## config.mk

```make
export PLATFORM = sky130hd
export DESIGN_NAME = disp_hex_mux
export DESIGN_NICKNAME = d
export VERILOG_FILES = /design/src/rtl/disp_hex_mux.sv
export SDC_FILE = /design/constraint.sdc
export NUM_CORES = 1
export LEC_CHECK = 0
export ABC_AREA = 0
export BUFFER_PORTS_ARGS = -buffer_cell sky130_fd_sc_hd__buf_2
export CORE_MARGIN = 4
export CORE_UTILIZATION = 25
export CTS_BUF_LIST = sky130_fd_sc_hd__clkbuf_2
export DETAILED_ROUTE_END_ITERATION = 16
export HOLD_SLACK_MARGIN = 0.05
export SLEW_MARGIN = 10
export SYNTH_ARGS = -nofsm -noshare
export SYNTH_HDL_FRONTEND = slang
export SYNTH_SLANG_ARGS = --single-unit
```

## constraint.sdc

```tcl
create_clock -name clk -period 2.6 [get_ports clk]
set_clock_uncertainty 0.2 [all_clocks]
set_input_delay 0.39 -clock clk [delete_from_list [all_inputs] [get_ports clk]]
set_output_delay 0.39 -clock clk [all_outputs]
set_load 0.03 [all_outputs]
```

## src/rtl/disp_hex_mux.sv

```systemverilog
// Time-multiplexed driver for a 4-digit common-anode 7-segment display with per-frame input capture.
// Optional build macro DISP_LEADING_ZERO_BLANK_EN suppresses leading zeros on digits 3..1.
module disp_hex_mux #(
  parameter int unsigned REFRESH_DIV = 65000
) (
  input  logic       clk,
  input  logic       rst,
  input  logic [3:0] hex0,
  input  logic [3:0] hex1,
  input  logic [3:0] hex2,
  input  logic [3:0] hex3,
  input  logic [3:0] dp_in,
  input  logic [3:0] blank,
  output logic [3:0] an,
  output logic [6:0] seg,
  output logic       dp
);

  localparam int unsigned CW = (REFRESH_DIV > 2) ? $clog2(REFRESH_DIV) : 1;

  logic [CW-1:0] cnt;
  logic          tick;
  logic [1:0]    idx;
  logic [3:0]    snap_hex0, snap_hex1, snap_hex2, snap_hex3;
  logic [3:0]    snap_dp, snap_blank;
  logic          snap_valid;

  logic [3:0]    cur_hex;
  logic          cur_dark;
  logic          lz_dark;
  logic [3:0]    an_nxt;
  logic [6:0]    seg_nxt;
  logic          dp_nxt;

  function automatic logic [6:0] decode(input logic [3:0] v);
    logic [6:0] s;
    case (v)
      4'h0: s = 7'b1000000;
      4'h1: s = 7'b1111001;
      4'h2: s = 7'b0100100;
      4'h3: s = 7'b0110000;
      4'h4: s = 7'b0011001;
      4'h5: s = 7'b0010010;
      4'h6: s = 7'b0000010;
      4'h7: s = 7'b1111000;
      4'h8: s = 7'b0000000;
      4'h9: s = 7'b0010000;
      4'hA: s = 7'b0001000;
      4'hB: s = 7'b0000011;
      4'hC: s = 7'b1000110;
      4'hD: s = 7'b0100001;
      4'hE: s = 7'b0000110;
      default: s = 7'b0001110;
    endcase
    return s;
  endfunction

  assign tick = (cnt == CW'(REFRESH_DIV - 1));

  always_ff @(posedge clk or negedge rst) begin
    if (!rst) begin
      cnt <= '0;
      idx <= 2'd3;
    end else begin
      cnt <= tick ? '0 : cnt + 1'b1;
      if (tick) idx <= idx + 2'd1;
    end
  end

  // Capture on the tick that wraps the index to 0; snap_valid keeps the
  // display dark until the first real frame exists.
  always_ff @(posedge clk or negedge rst) begin
    if (!rst) begin
      snap_hex0  <= '0;
      snap_hex1  <= '0;
      snap_hex2  <= '0;
      snap_hex3  <= '0;
      snap_dp    <= '0;
      snap_blank <= '0;
      snap_valid <= 1'b0;
    end else if (tick && idx == 2'd3) begin
      snap_hex0  <= hex0;
      snap_hex1  <= hex1;
      snap_hex2  <= hex2;
      snap_hex3  <= hex3;
      snap_dp    <= dp_in;
      snap_blank <= blank;
      snap_valid <= 1'b1;
    end
  end

  always_comb begin
    cur_hex = snap_hex0;
    lz_dark = 1'b0;
    case (idx)
      2'd0: cur_hex = snap_hex0;
      2'd1: cur_hex = snap_hex1;
      2'd2: cur_hex = snap_hex2;
      default: cur_hex = snap_hex3;
    endcase
`ifdef DISP_LEADING_ZERO_BLANK_EN
    case (idx)
      2'd3: lz_dark = (snap_hex3 == 4'h0);
      2'd2: lz_dark = (snap_hex3 == 4'h0) && (snap_hex2 == 4'h0);
      2'd1: lz_dark = (snap_hex3 == 4'h0) && (snap_hex2 == 4'h0) && (snap_hex1 == 4'h0);
      default: lz_dark = 1'b0;
    endcase
`endif
    cur_dark = !snap_valid || snap_blank[idx] || lz_dark;

    an_nxt  = '1;
    seg_nxt = '1;
    dp_nxt  = 1'b1;
    if (!cur_dark) begin
      an_nxt  = ~(4'b0001 << idx);
      seg_nxt = decode(cur_hex);
      dp_nxt  = ~snap_dp[idx];
    end
  end

  always_ff @(posedge clk or negedge rst) begin
    if (!rst) begin
      an  <= '1;
      seg <= '1;
      dp  <= 1'b1;
    end else begin
      an  <= an_nxt;
      seg <= seg_nxt;
      dp  <= dp_nxt;
    end
  end

endmodule

```

# [Word level (Yosys, flattened, before mapping)]
# Memories as Yosys holds them, arrays and structs flattened.
# Index checks and enable logic that the tools add are counted.
[totals] ff_bits=55 rom_bits=112 input_bits=26 out_inout_bits=12 word_cells=36 n_memories=1
[classes] add_sub_neg=2 n_lt_le_gt_ge=1 eq_ne=4 shift=1 n_mux=9 n_bitwise=2 reduce_logical=4
[mem_list] memory="(name not given)" words=16 word_bits=7 read_ports=1 rd_ports_with_merged_regs=0 wr=0 line_no="37" source="case (v)"
[op_table] cell="adder 16 x 1 -> 16 bit, second input constant" count=1
[op_table] cell="equality test 16 bit, second input constant" count=1
[op_table] cell="2-to-1 mux 16 bit" count=1
[op_table] cell="one-hot mux 4 bit (3 select lines)" count=1
[op_table] cell="2-to-1 mux 7 bit" count=1
[op_table] cell="binary-select mux 1 bit (select 2 bit)" count=2
[op_table] cell="equality test 2 bit, second input constant" count=2
[op_table] cell="2-to-1 mux 4 bit" count=1
[op_table] cell="NOT 4 bit" count=1
[op_table] cell="<< shifter 1 x 2 -> 4 bit, first input constant" count=1
[op_table] cell="less-than comparator 2 x 3 -> 1 bit, second input constant" count=1
[op_table] cell="2-to-1 mux 1 bit" count=3
[op_table] cell="adder 2 x 1 -> 2 bit, second input constant" count=1
[op_table] cell="equality test 2 x 1 -> 1 bit, second input constant" count=1
[op_table] cell="zero test 2 bit" count=1
[op_table] cell="logical AND 1 bit" count=1
[op_table] cell="zero test 1 bit" count=1
[op_table] cell="logical OR 1 bit" count=1
[op_table] cell="NOT 1 bit" count=1

# [Depth between registers and ports, before layout]
# Gate-level depths: netlist of the first run.
[depth] word_depth=4 depth_mapped=9 mapped_depth_nobuf=9

# [Least setup slack after synthesis of the first run]
# OpenSTA, ideal clock, no wires.
[synth_path] path_type="reg2reg" startpoint="register idx[0]" endpoint="register seg[0]" setup_time_ns=0.083 arrival_time_ns=2.196 t_required_ns=2.317 setup_slack_ns=0.121 path_stages_with_launch=8 n_path_buf=0 cell_sequence="dfstp_2 > ha_1 > inv_1 > a21oi_1 > inv_1 > ha_1 > or4_1 > o311a_1"
[synth_via] elab_chain_len=4
[synth_rtl] element="start, declared" line_no="23" source="logic [1:0] idx;"
[synth_rtl] element="start signal, assigned" line_no="66" source="if (tick) idx <= idx + 2'd1;"
[synth_rtl] element="equality test 2 bit, or another cell as far along" line_no="95" source="case (idx)"
[synth_rtl] element="one-hot mux 4 bit (3 select lines) / 2-to-1 mux 1 bit (equally long branches)" line_no="95, 109"
[synth_rtl] element="memory (16 x 7 bit) / logical OR 1 bit (equally long branches)"
[synth_rtl] element="2-to-1 mux 7 bit *" line_no="114" source="if (!cur_dark) begin"
[synth_rtl] element="via seg_nxt[0]" line_no="32" source="logic [6:0] seg_nxt;"
[synth_rtl] element="end signal, assigned" line_no="128" source="seg <= seg_nxt;"
[synth_rtl] element="end, declared" line_no="15" source="output logic [6:0] seg,"
# The timed path passes the listed nets; every way through them passes the cells marked *. The select of a mux whose other input is x is not followed.
# A chain may end at the register's enable or synchronous reset.

# [Final worst setup path of the first run]
[layout_path] startpoint="register idx[0]" endpoint="register seg[3]"
# Same word-level chain as after synthesis.

==> results by group, run 1 <==
Floorplan
  • Initial Util: 25.5%
  • Die area: 12,200 um^2
  • Die Y: 110 um
  • Core footprint: 10,300 um^2
  • Std-Cell Rows: 37
  • Die width: 110 um
  • IO Pins: 38

Yosys
  • Post-synth top flop: dfrtp_1
  • Synth top area share: 39.1%
  • Commonest cells in the netlist: 41 x dfrtp_1, 24 x mux2_2, 14 x dfstp_2
  • Flops & latches, synth: 55
  • Syn_nets: 250
  • Syn_area_per_cell: 12.4 um^2
  • Post-synth EDFFs: 0
  • Post-synth top area cell: dfrtp_1
  • Post-Syn Area: 2630 um^2
  • Mapped Cells: 212
  • Yosys warnings: 0
  • Top-count cell post-synth: dfrtp_1
  • Register area share after synthesis: 53.1%
  • Distinct cells, synth: 48
  • Synth top area cells: dfrtp_1 39%, dfstp_2 14%, mux2_2 10%
  • Async S/R FF share, synth: 100%

Routing
  • DR vias: 1,921
  • WL/cell: 12.9 um
  • Residual DRC: 0
  • Drt initial violations: 91
  • Routed vias/inst: 4.53
  • Post-route ant nets: 0
  • Final wirelength: 5.45 mm
  • Drt pass-1 iters: 4

Job
  • Max-cap violations: 0

Global routing
  • Global route overflow: 0
  • Number of global-route vias before repair: 1,952
  • Global router's overall resource usage: 9.07%
  • Largest net degree at the start of global routing: 31
  • First-pass GRT wire length: 9.37 mm
  • Initial antenna violation count: 0

Clocking
  • CTS tree: done
  • Clock Pin Slew Worst Setup and Hold Paths: 300 ps
  • CTS Buf Count: 5
  • CTS Buffer Depth: 2
  • Worst skew pair latency: 450 ps
  • Htree depth: 2
  • Root Driver: clkbuf_2
  • CTS Sinks: 55

Worst setup path
  • Critical path startpoint category: register
  • Crit Path Max Fanout: 5
  • Worst Path Class, Setup: reg -> reg
  • Worst path max stage delay: 630 ps
  • Worst endpoint required time: 2800 ps
  • Endpoint type of the worst setup path: register
  • CP delay by family, top: compound AO/OA/AOI/OAI gates
  • Slowest-stage cell, CP: dfstp_2
  • Number of buffer and inverter stages on the critical path: 2
  • Worst EP arrival: 2740 ps
  • CP cell instances: inv_1 > ha_4 > a222oi_1 > a21oi_2 > inv_2 > ha_1 > a211oi_1 > a2111oi_1 > a31oi_1

Cells and area
  • Number of diodes: 0
  • Nets@finish: 325
  • Final instance count without filler cells: 424
  • FILL cells: 1,070
  • Layout area overhead: 29.8%
  • Layout cells sized above 1: 38.2%

Timing
  • Final setup TNS: 0 ps
  • Final slew viol count: 0
  • Setup violators final: 0
  • Worst slew pin tran: 614 ps
  • Fmax: 0.393 GHz
  • Min Tclk post-route: 2540 ps
  • Final hold vios: 0
  • Rel. slew slack: 59.0%
  • Crit share post-route: 97.8%

Placed design
  • IO buf count: 37
  • Routability cong.: 0.749
  • Placed insts: 387
  • Dpl hpwl: 3.92 mm

Worst hold path
  • Hold crit path type: in -> async

Pwr
  • Pleak: 0.00141 uW
  • Maximum vdd ir drop: 0.000187 V
  • Pwr dens: 406 nW/um^2

Status
  • Status: finished clean
-- registers in the layout, summed over array words and instances, names as in the netlist --
name / count
snap_hex2: 4
an: 4
snap_dp: 4
snap_hex0: 4
snap_hex1: 4
dp: 1
snap_valid: 1
idx: 2
snap_blank: 4
snap_hex3: 4
seg: 7
cnt: 16
-- routing by layer --
layer	routed length, um	part of all wire (%)	track usage, %
met5	0	0	0
met4	61	1.1	2.22
met3	225	4.1	2.36
met2	2570	47	14.4
met1	2590	48	12.4
-- path summary, 6_finish.rpt --
| kind | from | slack (ps) | end | cells after the start |
|---|---|---|---|---|
| max | idx[0] | 60 | seg[3] | 9 |
| min | rst | 240 | snap_hex1[0] | 2 |
| max reg2reg | idx[0] | 60 | seg[3] | 9 |
| min reg2reg | cnt[0] | 270 | cnt[0] | 1 |
| max in group asynchronous | rst | 1350 | seg[6] | 3 |
| min in group clk | cnt[0] | 270 | cnt[0] | 1 |
-- area by class of cell --
class                   instances  area [um^2]  share of cell area [%]
flip-flops and latches         55         1390                    40.9
multi-input cells             143         1210                    35.5
repair buffers                 74          551                    16.2
well taps                     136          170                    4.99
inverters                       8         30.0                   0.881
clock inverters                 3         27.5                   0.808
clock buffers                   5         25.0                   0.734
-- repair_timing --
| action | 4_1_cts | 5_1_grt |
|---|---|---|
| gates resized for setup | 0 | 11 |
| hold buffers | 25 | 0 |
| setup buffers | 0 | 4 |
| endpoints found under the setup margin | 0 | 7 |
| hold endpoints to repair | 45 | 0 |
-- per-stage QoR --
step	utilization (%)	hold WS [ps]	power (uW)	instance area, um^2	setup WS, ps
2_1_floorplan	-	-106	945	2630	121
4_1_cts	32.5	221	1410	3340	7.86
5_1_grt	33.2	245	1450	3410	-122
3_5_place_dp	29.5	239	1000	3040	82.8
3_3_place_gp	29.5	232	998	3040	125
6_report	33.2	237	1380	3410	57.6
-- cells in the final DEF (no fill, tap or decap), drive strengths merged, types with 3 or more instances in the layout --
cell and n:
a21oi 8, a22oi 3, buf 49, clkbuf 5, dfrtp 41, dfstp 14, dlygate4sd3 25, ha 12
inv 10, mux2 24, mux2i 5, nand2 14, nand2b 3, nand3 6, nor2 8, nor2b 3
nor4 4, o21ai 6, or3 3, or4 3, xnor2 6, xor2 4
-- kinds of logic after synthesis --
| family | count (synthesis) | synth area share [%] |
|---|---|---|
| AO/OA/AOI/OAI | 34 | 8.96 |
| XOR/XNOR | 10 | 3.34 |
| adder cells (fa/ha/maj) | 12 | 5.72 |
| buffers and inverters | 14 | 2.29 |
| flip-flops | 55 | 53.1 |
| multiplexers | 31 | 14.1 |
| AND/OR/NAND/NOR | 56 | 12.5 |
-- report_power, final --
| group | internal (uW) | leakage, uW | total, uW | switching [uW] |
|---|---|---|---|---|
| combinational | 73.7 | 0.000733 | 128 | 54.2 |
| clock | 77.4 | 0.0000315 | 366 | 288 |
| sequential | 878 | 0.000650 | 890 | 11.6 |
(Power assumes the default switching activity.)
==> inputs of run 2 (changes only) <==
--- a/config.mk
+++ b/config.mk
@@ -8,10 +8,11 @@
 export ABC_AREA = 0
 export BUFFER_PORTS_ARGS = -buffer_cell sky130_fd_sc_hd__buf_2
 export CORE_MARGIN = 4
-export CORE_UTILIZATION = 25
+export CORE_UTILIZATION = 53
 export CTS_BUF_LIST = sky130_fd_sc_hd__clkbuf_2
 export DETAILED_ROUTE_END_ITERATION = 16
 export HOLD_SLACK_MARGIN = 0.05
+export PLACE_DENSITY = 0.78
 export SLEW_MARGIN = 10
 export SYNTH_ARGS = -nofsm -noshare
 export SYNTH_HDL_FRONTEND = slang
==> run 2 against run 1 <==
Sequential share of layout area is 0.64 points higher. Worst hold slack got worse by 22 ps. Combinational power about the same. Cell count decreased by 16%. Via count about the same. Non-clock buffer count increased by 3. Global-route usage rose by 9.3 points. Flip-flop and latch count unchanged. Highest routed layer unchanged.
==> results by group, run 2 (synthesis gave the netlist of run 1 again) <==
Timing
  • Final slew viol count: 0 (unchanged)
  • Fmax: 0.394 GHz (+0.11%)
  • Min Tclk post-route: 2540 ps (-2.73 ps)
  • Rel. slew slack: 57.4% (-1.6 points)
  • Final setup TNS: 0 ps (unchanged)
  • Crit share post-route: 97.7% (-0.10 points)
  • Setup violators final: 0 (unchanged)
  • Worst slew pin tran: 639 ps (+24.2 ps)
  • Final hold vios: 0 (unchanged)

Worst setup path
  • Critical path startpoint category: register
  • Endpoint type of the worst setup path: register
  • CP delay by family, top: flip-flops
  • Worst endpoint required time: 2820 ps (+20 ps)
  • CP cell instances: buf_4 > ha_2 > inv_1 > a21oi_2 > inv_2 > ha_1 > or4_1 > o311a_1
  • Worst Path Class, Setup: reg -> reg
  • Number of buffer and inverter stages on the critical path: 3 (+1)
  • Slowest-stage cell, CP: dfstp_2
  • Worst path max stage delay: 640 ps (about the same)
  • Crit Path Max Fanout: 8 (+3)
  • Worst EP arrival: 2760 ps (+20 ps)

Cells and area
  • Final instance count without filler cells: 358 (-16%)
  • FILL cells: 334 (-69%)
  • Non-Filler Cell Area, Final: 3360 um^2 (-1.5%)
  • Largest register FFs: 16 (unchanged)
  • Number of diodes: 0 (unchanged)
  • Leading cell types in the layout, fill and taps excluded: 41 x dfrtp_1, 37 x buf_2, 25 x dlygate4sd3_1
  • Top reg by flops: cnt
  • Layout cells sized above 1: 39.5% (+1.3 points)
  • Layout area overhead: 27.8%
  • Top flop regs: cnt (16), seg (7)
  • Nets@finish: 328 (+0.92%)
  • Most common cell after layout, fill and taps aside: dfrtp_1

Global routing
  • First-pass GRT wire length: 8.77 mm (-6.4%)
  • Met3 usage: 4.59% (+2.2 points)
  • Met1 Use GR: 24.8% (+12 points)
  • Number of global-route vias before repair: 1,872 (-4.1%)
  • M2 GR Usage: 29.5% (+15 points)
  • Largest net degree at the start of global routing: 26 (-16%)
  • Initial antenna violation count: 0 (unchanged)
  • Global router's overall resource usage: 18.4% (+9.3 points)
  • Global route overflow: 0 (unchanged)
  • Gr busiest metal: met2

Floorplan
  • Die width: 78.4 um (-29%)
  • Core footprint: 4750 um^2 (-54%)
  • Std-Cell Rows: 25 (-32%)
  • IO Pins: 38 (unchanged)
  • Initial Util: 55.2% (+30 points)
  • Die Y: 78.4 um (-29%)
  • Die area: 6140 um^2 (-50%)

Clocking
  • Clock Pin Slew Worst Setup and Hold Paths: 260 ps (-40 ps)
  • CTS Sinks: 55 (unchanged)
  • Root Driver: clkbuf_2
  • Htree depth: 2 (unchanged)
  • Worst skew pair latency: 440 ps (about the same)
  • CTS tree: done
  • CTS Buffer Depth: 2 (unchanged)
  • CTS Buf Count: 5 (unchanged)

Job
  • Max-cap violations: 0 (unchanged)

Routing
  • DR vias: 1,920 (-0.052%)
  • Post-route ant nets: 0 (unchanged)
  • Drt initial violations: 88 (-3.3%)
  • Drt pass-1 iters: 5 (+1)
  • WL/cell: 14.6 um (+13%)
  • Residual DRC: 0 (unchanged)
  • Routed vias/inst: 5.36 (+18%)
  • Final wirelength: 5.22 mm (-4.3%)

Placed design
  • Placed Area: 2920 um^2 (-3.7%)
  • IO buf count: 37 (unchanged)
  • Dpl hpwl: 3.57 mm (-8.8%)
  • Routability cong.: 0.849 (+13%)
  • Placed insts: 318 (-18%)

Worst hold path
  • Hold crit path type: in -> async

Status
  • Status: finished clean

Pwr
  • Pwr dens: 429 nW/um^2 (+5.6%)
  • Pleak: 0.00143 uW (+0.98%)
  • Total power draw: 1440 uW (+4.0%)
  • Maximum vdd ir drop: 0.000388 V (+110%)
[run 2: layout make-up]
class                   instances  area, um^2  area share, %
well taps                      67        83.8           2.50
clock buffers                   5        25.0          0.746
multi-input cells             143        1230           36.8
clock inverters                 3        38.8           1.16
repair buffers                 77         548           16.3
flip-flops and latches         55        1390           41.5
inverters                       8        32.5          0.969
[run 2: worst paths after layout]
kind                       slack (ps)  cells past startpoint       to  startpoint
max                                60                      8   seg[0]      idx[1]
min                               210                      2  cnt[10]         rst
max reg2reg                        60                      8   seg[0]      idx[1]
min reg2reg                       270                      1   cnt[0]      cnt[0]
min in group clk                  270                      1   cnt[0]      cnt[0]
max in group asynchronous        1300                      3       dp         rst
[run 2: per-stage QoR]
stage	hold slack [ps]	util [%]	setup slack [ps]
detailed placement	205	61.5	-17.6
CTS	213	68.8	14.1
floorplan	-106	-	121
global route	236	70.6	-110
finish	215	70.6	60.3
global placement	202	61.5	97.6
[run 2: what timing repair did]
action / CTS / global route
hold buffers: 25 / 0
gates resized for setup: 1 / 14
pin swaps: 1 / 4
setup endpoints to repair: 2 / 6
endpoints found under the hold margin: 47 / 0
setup buffers: 4 / 3
[run 2: worst reg2reg max path, delay by kind of cell (launching register included)]
| family | cells | cell delay, ps |
|---|---|---|
| flops | 1 | 640 |
| simple gates | 1 | 520 |
| fa+ha+maj | 2 | 460 |
| compound gates | 2 | 370 |
| buf+inv | 3 | 330 |
[run 2: power breakdown]
part | total, uW | switching [uW] | internal (uW)
Clock | 419 | 261 | 158
Sequential | 889 | 11.7 | 878
Combinational | 130 | 55.0 | 75.3
[run 2: layer usage]
layer  part of all wire (%)  wire length [um]  vias up
li1                       -                 -      925
met1                     44              2310      942
met2                     49              2560       46
met3                    5.3               276        7
met4                    1.4                75        0
met5                      0                 0        -
